===== config.mk =====
export PLATFORM = sky130hd
export DESIGN_NAME = sram_avalon_ctrl
export DESIGN_NICKNAME = d
export VERILOG_FILES = /design/src/rtl/sram_avalon_ctrl.sv
export SDC_FILE = /design/constraint.sdc
export NUM_CORES = 1
export LEC_CHECK = 0
export ABC_AREA = 0
export BUFFER_PORTS_ARGS = -buffer_cell sky130_fd_sc_hd__buf_2
export CORE_MARGIN = 3
export CORE_UTILIZATION = 29
export CTS_BUF_LIST = sky130_fd_sc_hd__clkbuf_16
export CTS_CLUSTER_DIAMETER = 40
export DETAILED_ROUTE_END_ITERATION = 8
export PLACE_DENSITY = 0.61
export REMOVE_ABC_BUFFERS = 1
export SYNTH_ARGS = -nofsm -noshare
export SYNTH_HDL_FRONTEND = slang
export SYNTH_SLANG_ARGS = --single-unit

===== constraint.sdc =====
create_clock -name clk -period 2.2 [get_ports clk]
set_input_delay 0.44 -clock clk [delete_from_list [all_inputs] [get_ports clk]]
set_output_delay 0.44 -clock clk [all_outputs]
set_load 0.005 [all_outputs]

===== src/rtl/sram_avalon_ctrl.sv =====
// Avalon-MM slave that turns single-word reads/writes into asynchronous SRAM bus cycles.
// Read/write strobe lengths, the post-read turnaround gap and the data width are parameters.
module sram_avalon_ctrl #(
    parameter int AW           = 18,
    parameter int DW           = 16,
    parameter int READ_CYCLES  = 2,
    parameter int WRITE_CYCLES = 2,
    parameter int TURNAROUND   = 1
) (
    input  logic               clk,
    input  logic               reset,
    input  logic [AW-1:0]      avs_address,
    input  logic               avs_read,
    input  logic               avs_write,
    input  logic [DW-1:0]      avs_writedata,
    input  logic [DW/8-1:0]    avs_byteenable,
    output logic               avs_waitrequest,
    output logic [DW-1:0]      avs_readdata,
    output logic               avs_readdatavalid,
    output logic [AW-1:0]      sram_addr,
    input  logic [DW-1:0]      sram_dq_read,
    output logic [DW-1:0]      sram_dq_write,
    output logic               sram_dq_en,
    output logic               sram_ce_n,
    output logic               sram_oe_n,
    output logic               sram_we_n,
    output logic [DW/8-1:0]    sram_be_n
);
    localparam int BW      = DW / 8;
    localparam int RW_MAX  = (READ_CYCLES > WRITE_CYCLES) ? READ_CYCLES : WRITE_CYCLES;
    localparam int CNT_MAX = (RW_MAX > TURNAROUND) ? RW_MAX : TURNAROUND;
    localparam int CW      = (CNT_MAX > 1) ? $clog2(CNT_MAX) : 1;

    localparam logic [CW-1:0] RD_INIT   = CW'(READ_CYCLES - 1);
    localparam logic [CW-1:0] WR_INIT   = CW'(WRITE_CYCLES - 1);
    localparam logic [CW-1:0] TURN_INIT = CW'((TURNAROUND > 0) ? TURNAROUND - 1 : 0);

    typedef enum logic [2:0] {
        S_IDLE  = 3'd0,
        S_READ  = 3'd1,
        S_TURN  = 3'd2,
        S_WRITE = 3'd3,
        S_WHOLD = 3'd4
    } state_t;

    state_t          state_q, state_d;
    logic [CW-1:0]   cnt_q, cnt_d;
    logic            cnt_last;
    logic            accept_wr, accept_rd;

    logic [AW-1:0]   addr_q, addr_d;
    logic [DW-1:0]   dq_write_q, dq_write_d;
    logic            dq_en_q, dq_en_d;
    logic            ce_n_q, ce_n_d;
    logic            oe_n_q, oe_n_d;
    logic            we_n_q, we_n_d;
    logic [BW-1:0]   be_n_q, be_n_d;
    logic [DW-1:0]   readdata_q, readdata_d;
    logic            rdv_q, rdv_d;

    // A simultaneous read and write is resolved in favour of the write.
    assign accept_wr = (state_q == S_IDLE) && avs_write;
    assign accept_rd = (state_q == S_IDLE) && avs_read && !avs_write;
    assign cnt_last  = (cnt_q == '0);

    always_ff @(posedge clk or posedge reset) begin
        if (reset) begin
            state_q    <= S_IDLE;
            cnt_q      <= '0;
            addr_q     <= '0;
            dq_write_q <= '0;
            dq_en_q    <= 1'b0;
            ce_n_q     <= 1'b1;
            oe_n_q     <= 1'b1;
            we_n_q     <= 1'b1;
            be_n_q     <= '1;
            readdata_q <= '0;
            rdv_q      <= 1'b0;
        end else begin
            state_q    <= state_d;
            cnt_q      <= cnt_d;
            addr_q     <= addr_d;
            dq_write_q <= dq_write_d;
            dq_en_q    <= dq_en_d;
            ce_n_q     <= ce_n_d;
            oe_n_q     <= oe_n_d;
            we_n_q     <= we_n_d;
            be_n_q     <= be_n_d;
            readdata_q <= readdata_d;
            rdv_q      <= rdv_d;
        end
    end

    always_comb begin
        state_d = state_q;
        cnt_d   = cnt_q;
        case (state_q)
            S_IDLE: begin
                if (accept_wr) begin
                    state_d = S_WRITE;
                    cnt_d   = WR_INIT;
                end else if (accept_rd) begin
                    state_d = S_READ;
                    cnt_d   = RD_INIT;
                end
            end
            S_READ: begin
                if (!cnt_last) begin
                    cnt_d = cnt_q - CW'(1);
                end else if (TURNAROUND > 0) begin
                    state_d = S_TURN;
                    cnt_d   = TURN_INIT;
                end else begin
                    state_d = S_IDLE;
                end
            end
            S_TURN: begin
                if (cnt_last) state_d = S_IDLE;
                else          cnt_d   = cnt_q - CW'(1);
            end
            S_WRITE: begin
                if (cnt_last) state_d = S_WHOLD;
                else          cnt_d   = cnt_q - CW'(1);
            end
            S_WHOLD: state_d = S_IDLE;
            default: state_d = S_IDLE;
        endcase
    end

    // Outputs are registered, so their next values follow the next state.
    always_comb begin
        ce_n_d     = 1'b1;
        oe_n_d     = 1'b1;
        we_n_d     = 1'b1;
        be_n_d     = '1;
        dq_en_d    = 1'b0;
        addr_d     = addr_q;
        dq_write_d = dq_write_q;
        readdata_d = readdata_q;
        rdv_d      = 1'b0;

        if (accept_wr || accept_rd) addr_d = avs_address;
        if (accept_wr) dq_write_d = avs_writedata;

        case (state_d)
            S_READ: begin
                ce_n_d = 1'b0;
                oe_n_d = 1'b0;
                be_n_d = '0;
            end
            S_WRITE: begin
                ce_n_d  = 1'b0;
                we_n_d  = 1'b0;
                dq_en_d = 1'b1;
                be_n_d  = accept_wr ? ~avs_byteenable : be_n_q;
            end
            S_WHOLD: begin
                ce_n_d  = 1'b0;
                dq_en_d = 1'b1;
                be_n_d  = be_n_q;
            end
            default: ;
        endcase

        if (state_q == S_READ && cnt_last) begin
            readdata_d = sram_dq_read;
            rdv_d      = 1'b1;
        end
    end

    assign avs_waitrequest   = reset || (state_q != S_IDLE);
    assign avs_readdata      = readdata_q;
    assign avs_readdatavalid = rdv_q;
    assign sram_addr         = addr_q;
    assign sram_dq_write     = dq_write_q;
    assign sram_dq_en        = dq_en_q;
    assign sram_ce_n         = ce_n_q;
    assign sram_oe_n         = oe_n_q;
    assign sram_we_n         = we_n_q;
    assign sram_be_n         = be_n_q;

endmodule


# Word-level counts from Yosys, hierarchy flattened
# Cells that the tools add are included.
totals:
  inputBits: 56
  wordCells: 55
  ff_bits: 61
classes:
  muxes: 17
  addsub: 1
  n_bitwise: 3
  n_reduce_logical: 15
  n_eq_ne: 8
ops:
  columns: ["cell", "count"]
  rows:
  - ["$mux W3", 5]
  - ["$pmux W3 S4", 1]
  - ["$eq A3 B2 Y1 const B", 3]
  - ["$mux W1", 8]
  - ["$eq A3 B1 Y1 const B", 2]
  - ["$pmux W2 S3", 1]
  - ["$reduce_or A3 Y1", 2]
  - ["$logic_and A1 B1 Y1", 4]
  - ["$reduce_and A2 Y1", 2]
  - ["$eq A3 B3 Y1 const B", 1]
  - ["$logic_not A3 Y1", 1]
  - ["$ne A3 B3 Y1 const B", 1]
  - ["$reduce_bool A3 Y1", 1]
  - ["$logic_or A1 B1 Y1", 2]
  - ["$mux W2", 1]
  - ["$ne A2 B2 Y1 const B", 1]
  - ["$not A1 Y1", 2]
  - ["$not A2 Y2", 1]
  - ["$pmux W1 S2", 1]
  - ["$reduce_bool A2 Y1", 1]
  - ["$reduce_or A2 Y1", 1]
  - ["$logic_not A1 Y1", 1]
  - ["$sub A1 B1 Y1 const B", 1]

# Depth between registers and ports, before layout
logic_depth:
  ltp_word: 9
  ltp_mapped: 5
  ltp_nobuf: 4

# Worst setup path after synthesis
# Ideal clock, no wire load.
synth_timing:
  kind: "input to output"
  start: "input port reset"
  end: "output port avs_waitrequest"
  arrival_time_ps: 1876
  required_ps: 1760
  n_path_buf: 0
  setup_slack_ps: -116
  cell_stages: 2
  path_cell_list: "inv_1 > nand2_1"
synth_via:
  elab_chain_len: 1
synth_lines:
  columns: ["element", "line_no", "rtl"]
  rows:
  - ["start: declaration", "11", "input logic reset,"]
  - ["$logic_or A1 B1 Y1", "171", "assign avs_waitrequest = reset || (state_q != S_IDLE);"]
  - ["end: declaration", "17", "output logic avs_waitrequest,"]
# Every way passes these cells.

# Worst setup path after layout
layout_timing:
  start: "register state_q[2]"
  end: "output port avs_waitrequest"
layout_via:
  elab_chain_len: 2
layout_lines:
  columns: ["element", "line_no", "rtl"]
  rows:
  - ["start: declaration", "46", "state_t state_q, state_d;"]
  - ["start signal: assignment", "80", "state_q <= state_d;"]
  - ["$reduce_bool A3 Y1", "171", null]
  - ["$logic_or A1 B1 Y1", "171", null]
# Every way passes these cells.

==> results <==
- The flow ran to the end, and the final reports show no timing, DRC or antenna violations.
- The region available for standard cell placement spans ~7900 um2.
- After filler insertion, the fill cell instance count of the layout stands at ~770.
- The cell chosen for the clock root is clkbuf_16.
- The cell area that synthesis handed to floorplanning was around 2400 um2.
- The share of total power dissipated in sequential elements is 0.400.
- The area growth from synthesis to layout is 37.64%.
- The switching share of power is 0.2916.
- Counting flops with an async set or reset pin after synthesis yields a share of 1.000.
- The sink count of the clock tree is slightly above 60.
- The internal power of the cells totals 0.003592 W.
- On the final layout, the worst hold slack is around 0.35 ns.
- For this run, the post-layout net count is ~320.
- After synthesis, the cell types taking the most area are dfrtp_1, mux2_2, mux2_4.
- The clock arrives with roughly 0.0045 ns of skew.
- Setup violations remaining at the end of the flow were counted as 0.
- The post-cts gate resize count is 0.
- Detailed routing inserted a total of about 1600 vias.
- The reported max-cap violation count is 0.
- The total count of hold-check failures in the final report is 0.
- Row generation in the floorplan step produced 32 rows.
- The via count of the first global-routing pass is 1843.
- The most used flip-flop cell after synthesis is dfrtp_1.
- The achievable clock frequency is about 600 MHz.
- OpenSTA, run right after detailed placement, puts the worst setup slack at around 0.54 ns.
- The initial antenna violation count is 0.
- The fraction of post-synthesis cell area in the top cell type by area is 0.5830.
- The fraction of power consumed by combinational cells is 0.367.
- The count of different cell masters after synthesis is 21.
- After synthesis the netlist holds a flip-flop and latch count of just over 60.
- In the global route stage, met2 resource usage came out at 0.1831.
- Clock tree synthesis inserted a total of 9 buffers.
- Buffers inserted to repair hold after CTS numbered 0.
- The critical path in this run is classified as reg -> out.
- The proportion of synthesized chip area in sequential cells is 0.6377.
- The CTS tree is yes.
- between 100 and 150 I/O pins were placed.
- In this run, synthesis inferred 0 flip-flops with an integrated enable.
- Of the cells placed in the final design, the portion with a size suffix greater than 1 is 0.6900.
- The antenna violation net count after detailed routing is 0.
- Averaged over all synthesized cells, the footprint is around 17 um2.
- The number of pins with negative max-slew slack in the final report is 0.
- The initial utilization of the core area, before any placement, comes to 0.3047.
- 0 antenna diodes ended up in the layout.
- The highest net fanout along the worst path is 6.
- The average via count per standard cell is between 4 and 5.
- The clock input transition at the sequential cells of the worst setup and hold paths is 0.05 ns.
- The final global-route overflow total is 0.
- The clock passes through at most 2 buffers.
- For this design the ratio of total power to cell area is roughly 1500 nW/um2.
- Of the total power, the clock network draws 0.233.
- In the global route stage, overall resource usage came out at 0.1165.
- Dividing the final minimum period by the clock period gives 0.7792.
- The routed design could run at a clock period as short as 1.714 ns.
- For this design the static power due to leakage is 1.623 nW.
- At the later pin of the worst-skew pair, clock insertion delay measures 0.31 ns.
- In this run the worst hold path is classified as in -> reg.
- The number of levels in the clock H-tree is 3.
- The switching component of the power is about 0.0015 W.
- The layer with the highest usage is met2.
- For the pin with the worst max-slew slack, the measured transition is 0.7452 ns.
- The congestion estimate from routability-driven global placement came to 0.7342.
- The arrival time reported for the critical path endpoint is between 1 and 1.5 ns.
- STA puts the critical path data required time at about 1.8 ns.
- The worst-case headroom to the max-slew limit is 0.5032.
- The number of placed instances with taps included is ~360.
- The setup fix buffers added after clock tree synthesis is 0.
- Once routing completed, OpenROAD measured the worst setup slack at 0.4857 ns.
- The first global-routing pass estimated approximately 8700 um of wire.
- The die footprint is 9417 um2.
- dfrtp_1 takes more of the synthesized area than any other cell.
- Setup repair after global routing left no endpoint under its margin.
- The number of instances in the synthesized netlist is around 140.
- The average wire length per cell after detail routing is roughly 13 um.
- Yosys printed 0 warnings.
- After the flow finishes, the layout carries non-filler instances totaling around 370.
- The maximum number of pins on one net before global-route repair is 62.
- For this run, design rule violations remaining after detail routing come to 0.
- For met3 alone, demand over resource in global routing was 0.04326.
- Across the VDD grid, the largest voltage drop is ~0.51 mV.
- The total iterations of the first detailed-routing run is 3.
- The first-iteration detailed-routing DRC count is 26.
- The number of buffer cells added on primary ports is about 110.
- Measured along the y axis, the die boundary spans 97.04 um.
- The wire-length estimate of the detail-placed layout is roughly 3600 um.
- The met1 routing resource usage after global routing is 0.1410.
- Wires add up to ~5000 um.
- STA classifies the critical path startpoint as a flip-flop.
- The critical path endpoint category is a primary output.
- Measured along the x axis, the die boundary spans roughly 97 um.
-- area by class of cell --
cell class | count | area [um2] | area share
multi-input combinational | 77 | 802.0 | 0.2424
timing repair buffer | 116 | 588.1 | 0.1778
clock buffer | 9 | 225.2 | 0.06808
tap | 102 | 127.6 | 0.03858
clock inverter | 7 | 28.78 | 0.008699
inverter | 1 | 3.754 | 0.001135
sequential | 61 | 1533 | 0.4633
-- registers in the layout, indices dropped and copies added, names as in the netlist --
| register | count |
|---|---|
| sram_dq_en | 1 |
| sram_oe_n | 1 |
| sram_be_n | 2 |
| state_q | 3 |
| sram_dq_write | 16 |
| sram_we_n | 1 |
| avs_readdatavalid | 1 |
| sram_addr | 18 |
| sram_ce_n | 1 |
| cnt_q | 1 |
| avs_readdata | 16 |
-- routing by layer --
metal | vias to the layer above | wire length [um]
li1 | 754 | -
met1 | 784 | 2154
met2 | 69 | 2383
met3 | 8 | 371
met4 | 0 | 82
met5 | - | 0
-- synthesized netlist by cell type, drive strengths merged, types with 2 or more instances --
cell,count
buf,5
or3b,2
mux2,50
o21ai,2
nor2,5
a31oi,3
nand2,4
dfstp,5
dfrtp,56
nand2b,4
-- stage by stage --
step | util | setup TNS [ns] | total power, W | instance area, um2
global route | 0.4194 | 0 | 0.005466 | 3308
finish | 0.4194 | 0 | 0.005070 | 3308
floorplan | - | -0.1163 | 0.003146 | 2338
detailed placement | 0.3872 | 0 | 0.003953 | 3054
global placement | 0.3872 | 0 | 0.003900 | 3054
CTS | 0.4194 | 0 | 0.005186 | 3308
-- final timing paths --
check	depth (start not counted)	start	slack (ns)	to
max	3	state_q[2]	0.49	avs_waitrequest
min	2	sram_dq_read[5]	0.35	avs_readdata[5]
max reg2reg	4	state_q[2]	0.55	sram_addr[5]
min reg2reg	1	avs_readdata[6]	0.50	avs_readdata[6]
max in group asynchronous	3	reset	1.34	sram_addr[5]
min in group asynchronous	3	reset	0.37	cnt_q
-- layout by cell type, fill, tap and decap left out, drive strengths merged, types with 3 or more instances in the layout --
cell type    n
a31oi        3
clkbuf       9
nor2         5
dfrtp       56
dfstp        5
inv          4
nand2        4
clkinv       4
buf        116
nand2b       4
mux2        50
-- kinds of logic (layout without fill, tap and decap cells) --
group	count (synthesis)	count (layout)	synth area share
AO/OA/AOI/OAI	8	8	0.02655
AND/OR/NAND/NOR	19	19	0.05258
multiplexers	50	50	0.2546
buffers and inverters	6	133	0.02863
flip-flops	61	61	0.6377
-- critical path: stages, from the launching register on --
cell and delay (ns):
dfrtp_1 0.47, nor3_2 0.28, nand2_1 0.07, buf_2 0.14
-- power by group through the flow --
stage	Combinational, W	Sequential (W)	Clock (W)
2_1_floorplan	0.00107	0.00208	0
3_3_place_gp	0.00187	0.00203	0
3_5_place_dp	0.00191	0.00204	0
4_1_cts	0.00192	0.00204	0.00123
5_1_grt	0.00206	0.00212	0.00129
6_report	0.00186	0.00203	0.00118
No activity file was read; power rests on OpenSTA's default activity.
